## config.mk

```make
export PLATFORM = sky130hd
export DESIGN_NAME = regfile_param
export DESIGN_NICKNAME = d
export VERILOG_FILES = /design/src/rtl/regfile_param.sv
export SDC_FILE = /design/constraint.sdc
export NUM_CORES = 1
export LEC_CHECK = 0
export CAP_MARGIN = 20
export CORE_MARGIN = 1
export CORE_UTILIZATION = 50
export CTS_CLUSTER_DIAMETER = 200
export DETAILED_ROUTE_END_ITERATION = 10
export PLACE_DENSITY = 0.67
export SYNTH_ARGS = -nofsm -noshare
export SYNTH_HDL_FRONTEND = slang
export SYNTH_SLANG_ARGS = --single-unit
```

## constraint.sdc

```tcl
create_clock -name clk -period 4.2 [get_ports clk]
set_clock_uncertainty 0.2 [all_clocks]
set_input_delay 0.42 -clock clk [delete_from_list [all_inputs] [get_ports clk]]
set_output_delay 0.42 -clock clk [all_outputs]
set_load 0.005 [all_outputs]
```

## src/rtl/regfile_param.sv

```systemverilog
// Parametrised 1W/2R register file with a sequential clear engine (busy while clearing).
// Optional same-cycle write-to-read forwarding is enabled by defining REGFILE_BYPASS_EN.
module regfile_param #(
  parameter int unsigned WIDTH    = 32,
  parameter int unsigned DEPTH    = 32,
  localparam int unsigned AW      = $clog2(DEPTH),
  parameter bit          ZERO_REG = 1'b1
) (
  input  logic             clk,
  input  logic             reset,
  input  logic             clr,
  input  logic             we3,
  input  logic [AW-1:0]    a1,
  input  logic [AW-1:0]    a2,
  input  logic [AW-1:0]    a3,
  input  logic [WIDTH-1:0] wd3,
  output logic [WIDTH-1:0] rd1,
  output logic [WIDTH-1:0] rd2,
  output logic             busy
);

  typedef enum logic [0:0] {StClear, StRun} state_e;

  state_e           state_q, state_d;
  logic [AW-1:0]    cidx_q, cidx_d;
  logic [WIDTH-1:0] rf [DEPTH];

  logic             wen;
  logic [AW-1:0]    waddr;
  logic [WIDTH-1:0] wdata;

  always_comb begin
    state_d = state_q;
    cidx_d  = cidx_q;
    wen     = 1'b0;
    waddr   = a3;
    wdata   = wd3;
    if (reset) begin
      // Reset only restarts the engine; the array is left alone on this edge.
      state_d = StClear;
      cidx_d  = '0;
    end else begin
      unique case (state_q)
        StClear: begin
          wen   = 1'b1;
          waddr = cidx_q;
          wdata = '0;
          if (cidx_q == AW'(DEPTH - 1)) begin
            state_d = StRun;
          end else begin
            cidx_d = cidx_q + AW'(1);
          end
        end
        StRun: begin
          if (clr) begin
            state_d = StClear;
            cidx_d  = '0;
          end
          // A write coinciding with a clear request still lands.
          if (we3 && !(ZERO_REG && (a3 == '0))) begin
            wen = 1'b1;
          end
        end
        default: state_d = StClear;
      endcase
    end
  end

  always_ff @(posedge clk) begin
    state_q <= state_d;
    cidx_q  <= cidx_d;
  end

  always_ff @(posedge clk) begin
    if (wen) begin
      rf[waddr] <= wdata;
    end
  end

  assign busy = (state_q == StClear);

  always_comb begin
    rd1 = '0;
    rd2 = '0;
    if (state_q == StRun) begin
      if (!(ZERO_REG && (a1 == '0))) begin
        rd1 = rf[a1];
`ifdef REGFILE_BYPASS_EN
        if (we3 && (a3 == a1)) begin
          rd1 = wd3;
        end
`endif
      end
      if (!(ZERO_REG && (a2 == '0))) begin
        rd2 = rf[a2];
`ifdef REGFILE_BYPASS_EN
        if (we3 && (a3 == a2)) begin
          rd2 = wd3;
        end
`endif
      end
    end
  end

endmodule

```

# == Word-level counts from Yosys, hierarchy flattened ==
# Memory sizes are Yosys's and may differ from the RTL's.
# Index checks and enable logic that the tools add are counted.
# op_classes
n_mux,19
bitwise_logic,1
shifts,0
div,0
order_cmp,0
mul,0
n_reduce_logical,6
eq_ne,3
n_addsub,1
# ops
operator,n
$mux 32,6
$mux 5,4
$logic_not 5->1,3
$pmux 5 s2,1
$mux 1,6
$add 5x1->5 const B,1
$eq 5x5->1 const B,1
$ne 2x2->1 const B,2
$pmux 1 s2,2
$reduce_and 2->1,1
$logic_and 1x1->1,1
$logic_not 1->1,1
$not 1->1,1
# word_totals
ramBits,1024
wordCells,33
rom_bits,0
latch_bits,0
inputBits,51
memories,1
ff_bits,6
output_inout_bits,65
# memory_table
memory,depth,word_bits,rd,rd_clocked_by_memory_dff,write_ports,line,rtl
rf,32,32,2,0,1,26,logic [WIDTH-1:0] rf [DEPTH];

# == Depth between registers and ports, before layout ==
# Gate-level depths: netlist of the first run.
# depth
ltp_word,8
ltp_mapped,8
ltp_nobuf,7

# == Worst setup path after synthesis of the first run ==
# No wires, ideal clock.
# synth_path
kind,input to register
startpoint,input reset
endpoint,"memory rf[16][0], enable pin"
setup_slack_ps,822
n_path_buf,2
t_required_ps,3579
path_stages,6
setup_time_ps,421
arrival_time_ps,2757
path_cell_list,or2_2 -> clkbuf_1 -> buf_2 -> mux2i_1 -> nand2_1 -> nor2_1
# synth_between
elab_chain_len,3
word_cells_on_any_way,4
classes_between,mux: 4
# synth_rtl
item,line,rtl
start: declaration,10,"input logic reset,"
$mux 1,38,if (reset) begin
$mux 1,75,if (wen) begin
$mux 1 (implied by the code),76,rf[waddr] <= wdata;
end: declaration,26,
# Parallel ways exist; a longest one is shown, timed or not.

# == Worst setup path in the final report of the first run ==
# layout_path
startpoint,register state_q
endpoint,output rd1[27]
# layout_between
elab_chain_len,1
# layout_rtl
item,line,rtl
start: declaration,24,"state_e state_q, state_d;"
start signal: assignment,70,state_q <= state_d;
$mux 32,85,if (state_q == StRun) begin
end: declaration,17,"output logic [WIDTH-1:0] rd1,"
# Every way passes these cells.

==> results of run 1 <==
## through the flow
| stage | setup WS (ns) | cells |
|---|---|---|
| final | 0.264 | 4271 |
| after global routing | 0.171 | 4271 |
| after CTS | 0.0395 | 4255 |
| after detailed placement | 0.475 | 4061 |
| after global placement | 0.455 | 4061 |
| after floorplan | 0.822 | 2766 |
## cell usage in the layout (no fill, tap or decap), drive strengths merged, types with 3 or more instances in the layout
master | Yosys | final
buf | 153 | 170
nand2 | 79 | 79
and2 | 35 | 35
dfxtp | 6 | 6
o211ai | 3 | 3
nand2b | 7 | 7
inv | 3 | 11
nor3 | 6 | 6
or3b | 7 | 7
a22oi | 192 | 192
o21ai | 66 | 66
clkinv | 0 | 43
mux2i | 486 | 486
clkinvlp | 0 | 4
clkbuf | 70 | 131
or2 | 3 | 3
nand3b | 6 | 6
o22ai | 194 | 194
nor3b | 5 | 5
mux4 | 254 | 254
clkdlybuf4s50 | 0 | 110
nand3 | 3 | 3
a221oi | 32 | 32
bufinv | 0 | 8
nand4 | 62 | 62
edfxtp | 1024 | 1024
a21oi | 4 | 4
nor2 | 47 | 47
## kinds of logic (layout without fill, tap and decap cells)
logic type	Yosys count	in the layout	synth area share, %
multiplexers	741	741	22.3
buffers and inverters	226	477	2.57
AND/OR/NAND/NOR	271	271	3.00
flip-flops	1030	1030	65.0
AO/OA/AOI/OAI	496	496	7.05
adder cells (fa/ha/maj)	2	2	0.0527
## Yosys cell counts, types with 2 or more instances
| cell | n | area (um^2) |
|---|---|---|
| buf_6 | 14 | 158 |
| o21ai_1 | 16 | 80.1 |
| buf_2 | 99 | 495 |
| nor4_1 | 2 | 12.5 |
| buf_1 | 2 | 7.51 |
| a221oi_1 | 32 | 280 |
| a22oi_1 | 192 | 1440 |
| nand4_1 | 62 | 388 |
| o22ai_1 | 194 | 1210 |
| o21ai_0 | 50 | 250 |
| o211ai_1 | 3 | 22.5 |
| a21oi_1 | 4 | 20.0 |
| a311oi_1 | 2 | 17.5 |
| and2_1 | 35 | 219 |
| mux2i_1 | 486 | 4860 |
| nor3b_2 | 2 | 25.0 |
| inv_1 | 2 | 7.51 |
| nand3b_1 | 6 | 45.0 |
| nand2_1 | 79 | 297 |
| or4b_2 | 2 | 20.0 |
| edfxtp_1 | 1024 | 30700 |
| nor2b_1 | 2 | 12.5 |
| a31oi_1 | 2 | 12.5 |
| or3b_1 | 3 | 26.3 |
| nand3_1 | 3 | 15.0 |
| or3b_2 | 4 | 35.0 |
| clkbuf_1 | 69 | 259 |
| buf_4 | 38 | 285 |
| nor3_1 | 6 | 30.0 |
| dfxtp_1 | 6 | 120 |
| nor2_1 | 47 | 176 |
| nand2b_1 | 7 | 43.8 |
| nor3b_1 | 3 | 22.5 |
| ha_1 | 2 | 25.0 |
| mux4_2 | 254 | 5720 |
| or2_2 | 3 | 18.8 |
## flip-flops by register name (all words and copies together), names as in the netlist
signal,count
cidx_q,5
state_q,1
rf,1024
## power by group through the flow
stage / Sequential [uW] / Clock (uW) / Combinational (uW)
global route: 11500 / 9680 / 1590
global placement: 11700 / 0 / 1420
detailed placement: 11700 / 0 / 1450
floorplan: 11700 / 0 / 962
finish: 11500 / 9220 / 1530
CTS: 11500 / 9290 / 1460
## final cells by class
cell class	instances	area, um^2	share of cell area [%]
clock buffers	131	2830	5.17
well taps	1254	1570	2.86
repair buffers	280	3250	5.94
multi-input cells	1510	15700	28.7
inverters	3	11.3	0.0205
flip-flops and latches	1030	30900	56.3
clock inverters	63	539	0.984
## layer usage
layer	share of wire [%]	vias to the layer above
li1	-	11997
met1	38	15464
met2	46	2121
met3	11	398
met4	4.9	2
met5	0.014	-
## final timing paths
kind / depth (start not counted) / startpoint / slack [ns] / end
max: 6 / state_q / 0.26 / rd1[27]
min reg2reg: 1 / cidx_q[2] / 0.39 / cidx_q[2]
min: 2 / reset / 0.25 / cidx_q[0]
max reg2reg: 5 / state_q / 0.87 / rf[5][21]
## what timing repair did
item / CTS / global route
setup endpoints to repair: 0 / 25
hold endpoints to repair: 0 / 0
gates resized for setup: 0 / 1
==> run_results.csv, run 1 <==
group,metric,value,unit
cts,worstSkewPairLatency,0.70,ns
cts,cts-buffers-inserted,108,
global_routing,grt_pass1_vias,30107,
sta,relSlewSlack,24.9,%
sta,max_freq,0.254,GHz
yosys,async_flop_share,0,%
final_layout,fin_nets,2986,
routing,wirelength,146000,um
yosys,syn-num-nets,2819,
cts,cts_tree,"done",
cts,cts_max_level,3,
yosys,yosys_register_bits,1030,
cts,clock-root-buffer,"clkbuf_16",
cts,clock_path_buffers,3,
sta,rsz0062_at_grt,"false",
routing,drc,0,
cts,cts_setup_buffers,0,
final_layout,design_area,54800,um^2
pwr,p_comb_share,6.9,%
yosys,synth_edf_count,1024,
final_layout,fill_cells,6833,
setup_path,cp_cell_sequence,"nor3b_1, and2_2, buf_12, a22oi_1, nand4_1, clkdlybuf4s50_1",
final_layout,n_antenna_cell,0,
floorplan,fp-row-count,112,
global_routing,antenna_found_initial,3,
setup_path,slowest_stage,"dfxtp_2",
run,drv_cap,0,
global_routing,gr-total-overflow,0,
sta,fin_setup_tns,0,ns
pwr,swShare,22.1,%
floorplan,start_util,50.6,%
yosys,synth_area,47500,um^2
cts,cts_sinks,1030,
setup_path,crit_arrival,3.32,ns
min_path,hold_class,"in -> reg",
placed_design,io_buffer_count,115,
routing,via_count,29982,
floorplan,boundaryPins,116,
final_layout,drive_gt1_share,21.0,%
global_routing,met3_usage,5.87,%
floorplan,fp.dieArea,96200,um^2
sta,timing.hold.ws,0.251,ns
global_routing,met1_usage,42.1,%
setup_path,worstSetupPathType,"reg -> out",
setup_path,cp_max_fo,21,
yosys,synthDistinctLibCells,45,
sta,hold_viol_final,0,
setup_path,crit_path_end_kind,"primary output",
outcome,outcome,"finished clean",
pwr,leakage,0.0184,uW
global_routing,grt_max_degree,60,
yosys,synth_ff_type,"edfxtp_1",
placed_design,dp_hpwl,85900,um
pwr,p_total,22200,uW
pwr,clkPwrFrac,41.5,%
final_layout,synthToLayoutAreaGrowth,15.4,%
global_routing,grt-busiest-layer,"met2",
cts,cts_hold_buf,0,
floorplan,die_w,310,um
sta,finalMaxSlewViolations,0,
sta,setup_viol,0,
yosys,post_synth.cell_area_avg,17.2,um^2
sta,min_period,3.94,ns
routing,ant_nets,0,
final_layout,fin_util,58.5,%
global_routing,grt_use_total,30.6,%
sta,max_slew.worst_pin.slew,1.13,ns
global_routing,grt_use_met2,47.5,%
setup_path,critical_path.max_stage_delay,0.60,ns
routing,drt_iter0_drc,4434,
cts,clkSlewWorstSetupHoldPaths,0.06,ns
global_routing,grt_pass1_wl,209000,um
yosys,yosysSeqAreaShare,65.0,%
pwr,power_frac_seq,51.6,%
pwr,powerDensity,405,nW/um^2
setup_path,critical_path_required,3.58,ns
yosys,syn_inst,2766,
placed_design,gp_congestion,0.844,
placed_design,dpl_cell_area,51000,um^2
yosys,yosysWarningCount,0,
floorplan,die-height,310,um
routing,wire_per_inst,34.3,um
setup_path,crit_path_start_kind,"register",
routing,drtPass1Iterations,6,
setup_path,critPathBufInv,2,
sta,min_period_over_period,93.7,%
routing,vias_per_cell,7.02,
pwr,ir_drop,0.342,mV
floorplan,core-area,93700,um^2
setup_path,crit_family,"simple AND/OR/NAND/NOR gates",
pwr,p_int,17300,uW
pwr,switchingPower,4900,uW
(Power assumes the default switching activity.)
==> run 2, diff against run 1 <==
--- a/config.mk
+++ b/config.mk
@@ -6,11 +6,12 @@
 export NUM_CORES = 1
 export LEC_CHECK = 0
 export CAP_MARGIN = 20
+export CORE_ASPECT_RATIO = 1.25
 export CORE_MARGIN = 1
 export CORE_UTILIZATION = 50
 export CTS_CLUSTER_DIAMETER = 200
 export DETAILED_ROUTE_END_ITERATION = 10
-export PLACE_DENSITY = 0.67
+export PLACE_DENSITY = 0.68
 export SYNTH_ARGS = -nofsm -noshare
 export SYNTH_HDL_FRONTEND = slang
 export SYNTH_SLANG_ARGS = --single-unit
==> run_results.csv, run 2 (synthesis gave the netlist of run 1 again) <==
group,metric,value,unit
sta,max_slew.worst_pin.slew,1.16,ns
pwr,ir_drop,0.291,mV
floorplan,die-height,347,um
floorplan,fp-row-count,126,
run,drv_cap,0,
final_layout,top_register,"rf",
final_layout,largest_register_ff_count,1024,
setup_path,slowest_stage,"dfxtp_1",
routing,drt_iter0_drc,4122,
setup_path,crit_arrival,3.47,ns
final_layout,fin_util,57.7,%
sta,setup_viol,0,
placed_design,dpl_cell_area,51000,um^2
final_layout,synthToLayoutAreaGrowth,14.6,%
global_routing,grt_use_total,30.6,%
routing,ant_nets,0,
global_routing,grt_pass1_wl,210000,um
pwr,swShare,22.2,%
final_layout,fin_nets,2974,
setup_path,critical_path_required,3.58,ns
setup_path,worstSetupPathType,"reg -> out",
pwr,clkPwrFrac,40.9,%
cts,worstSkewPairLatency,0.67,ns
floorplan,boundaryPins,116,
routing,drtPass1Iterations,9,
outcome,outcome,"finished with violations",
floorplan,core-area,94300,um^2
setup_path,startpoint,"state_q",
cts,cts_max_level,3,
global_routing,grt_pass1_vias,30689,
min_path,worstHoldStart,"clr",
pwr,switchingPower,4880,uW
routing,via_count,29895,
placed_design,dp_hpwl,86200,um
global_routing,gr-total-overflow,0,
final_layout,most-common-layout-cells,"1024 x edfxtp_1, 486 x mux2i_1, 254 x mux4_2",
floorplan,die_w,278,um
sta,hold_viol_final,0,
final_layout,fill_cells,7024,
global_routing,grt_max_degree,102,
cts,cts_sinks,1030,
cts,cts_hold_buf,0,
setup_path,cp_cell_sequence,"nand2_1, nor3_2, buf_4, a22oi_1, nand4_1, clkdlybuf4s50_1",
routing,wirelength,148000,um
pwr,p_int,17100,uW
placed_design,io_buffer_count,115,
cts,clock_path_buffers,3,
sta,min_period,4.09,ns
final_layout,top_regs,"rf x1024, cidx_q x5, state_q x1",
setup_path,r2r_start,"state_q",
global_routing,antenna_found_initial,3,
routing,wire_per_inst,35.1,um
setup_path,critical_path.max_stage_delay,0.64,ns
final_layout,drive_gt1_share,21.0,%
routing,vias_per_cell,7.08,
pwr,leakage,0.0182,uW
setup_path,crit_path_end_kind,"primary output",
min_path,hold_class,"in -> reg",
pwr,p_comb_share,6.9,%
pwr,powerDensity,403,nW/um^2
cts,cts_resized,0,
sta,max_freq,0.245,GHz
cts,cts-buffers-inserted,98,
floorplan,start_util,50.4,%
outcome,violations,"design-rule violations",
cts,clkSlewWorstSetupHoldPaths,0.06,ns
final_layout,design_area,54400,um^2
floorplan,fp.dieArea,96200,um^2
cts,clock-root-buffer,"clkbuf_16",
sta,rsz0062_at_grt,"false",
sta,fin_setup_tns,0,ns
sta,min_period_over_period,97.3,%
setup_path,crit_path_start_kind,"register",
placed_design,gp_congestion,0.885,
sta,finalMaxSlewViolations,0,
cts,cts_tree,"done",
pwr,power_frac_seq,52.2,%
routing,drc,2,
setup_path,cp_max_fo,22,
final_layout,final_common_cell,"edfxtp_1",
cts,cts_setup_buffers,0,
sta,relSlewSlack,22.8,%
## run 2: cell types whose count changed in the layout (fill, tap and decap cells not counted), moves of 4 or more
cell	previous run	this run
clkinv_2	16	24
bufinv_16	8	12
buf_16	15	7
buf_4	107	113
inv_6	8	3
clkbuf_1	21	15
clkbuf_16	110	98
## run 2: power groups by stage
stage                     Sequential, uW  Clock [uW]  Combinational [uW]
after global placement             11700           0                1420
after detailed placement           11700           0                1450
after global routing               11500        9400                1560
after CTS                          11500        9040                1460
after floorplan                    11700           0                 962
final                              11500        8980                1500
## run 2: final cells by class
type	instances	area, um^2	area share, %
Timing Repair Buffer	278	3070	5.63
Inverter	3	11.3	0.0207
Antenna cell	2	5.00	0.00919
Multi-Input combinational cell	1510	15700	28.9
Tap cell	1216	1520	2.79
Sequential cell	1030	30900	56.7
Clock buffer	113	2510	4.61
Clock inverter	71	723	1.33
## run 2: layer usage
layer  track usage (%)  part of all wire [%]  vias to the layer above
met2              50.5                    49                     1975
met3              5.86                   9.7                      476
met5                 0                 0.024                        -
li1                  -                     -                    11967
met4              16.8                   6.0                        6
met1              38.0                    36                    15471
## run 2: worst paths after layout
path	slack (ns)	to	cells after the start
min	0.29	cidx_q[2]	3
max	0.11	rd1[4]	6
max reg2reg	0.74	rf[29][14]	6
min reg2reg	0.36	cidx_q[3]	1
## run 2: stage by stage
step	std cells	power, uW	hold WS (ns)	setup slack (ns)
5_1_grt	4221	22400	0.310	0.104
3_3_place_gp	4028	13100	0.335	0.366
4_1_cts	4212	22000	0.258	0.193
2_1_floorplan	2766	12600	0.303	0.822
3_5_place_dp	4028	13100	0.348	0.315
6_report	4223	21900	0.291	0.112
## run 2: critical path: cells and delay by family (launching register included)
family | cells | cell delay (ns)
simple gates | 3 | 0.77
buf+inv | 2 | 1.07
compound gates | 1 | 0.28
flops | 1 | 0.64
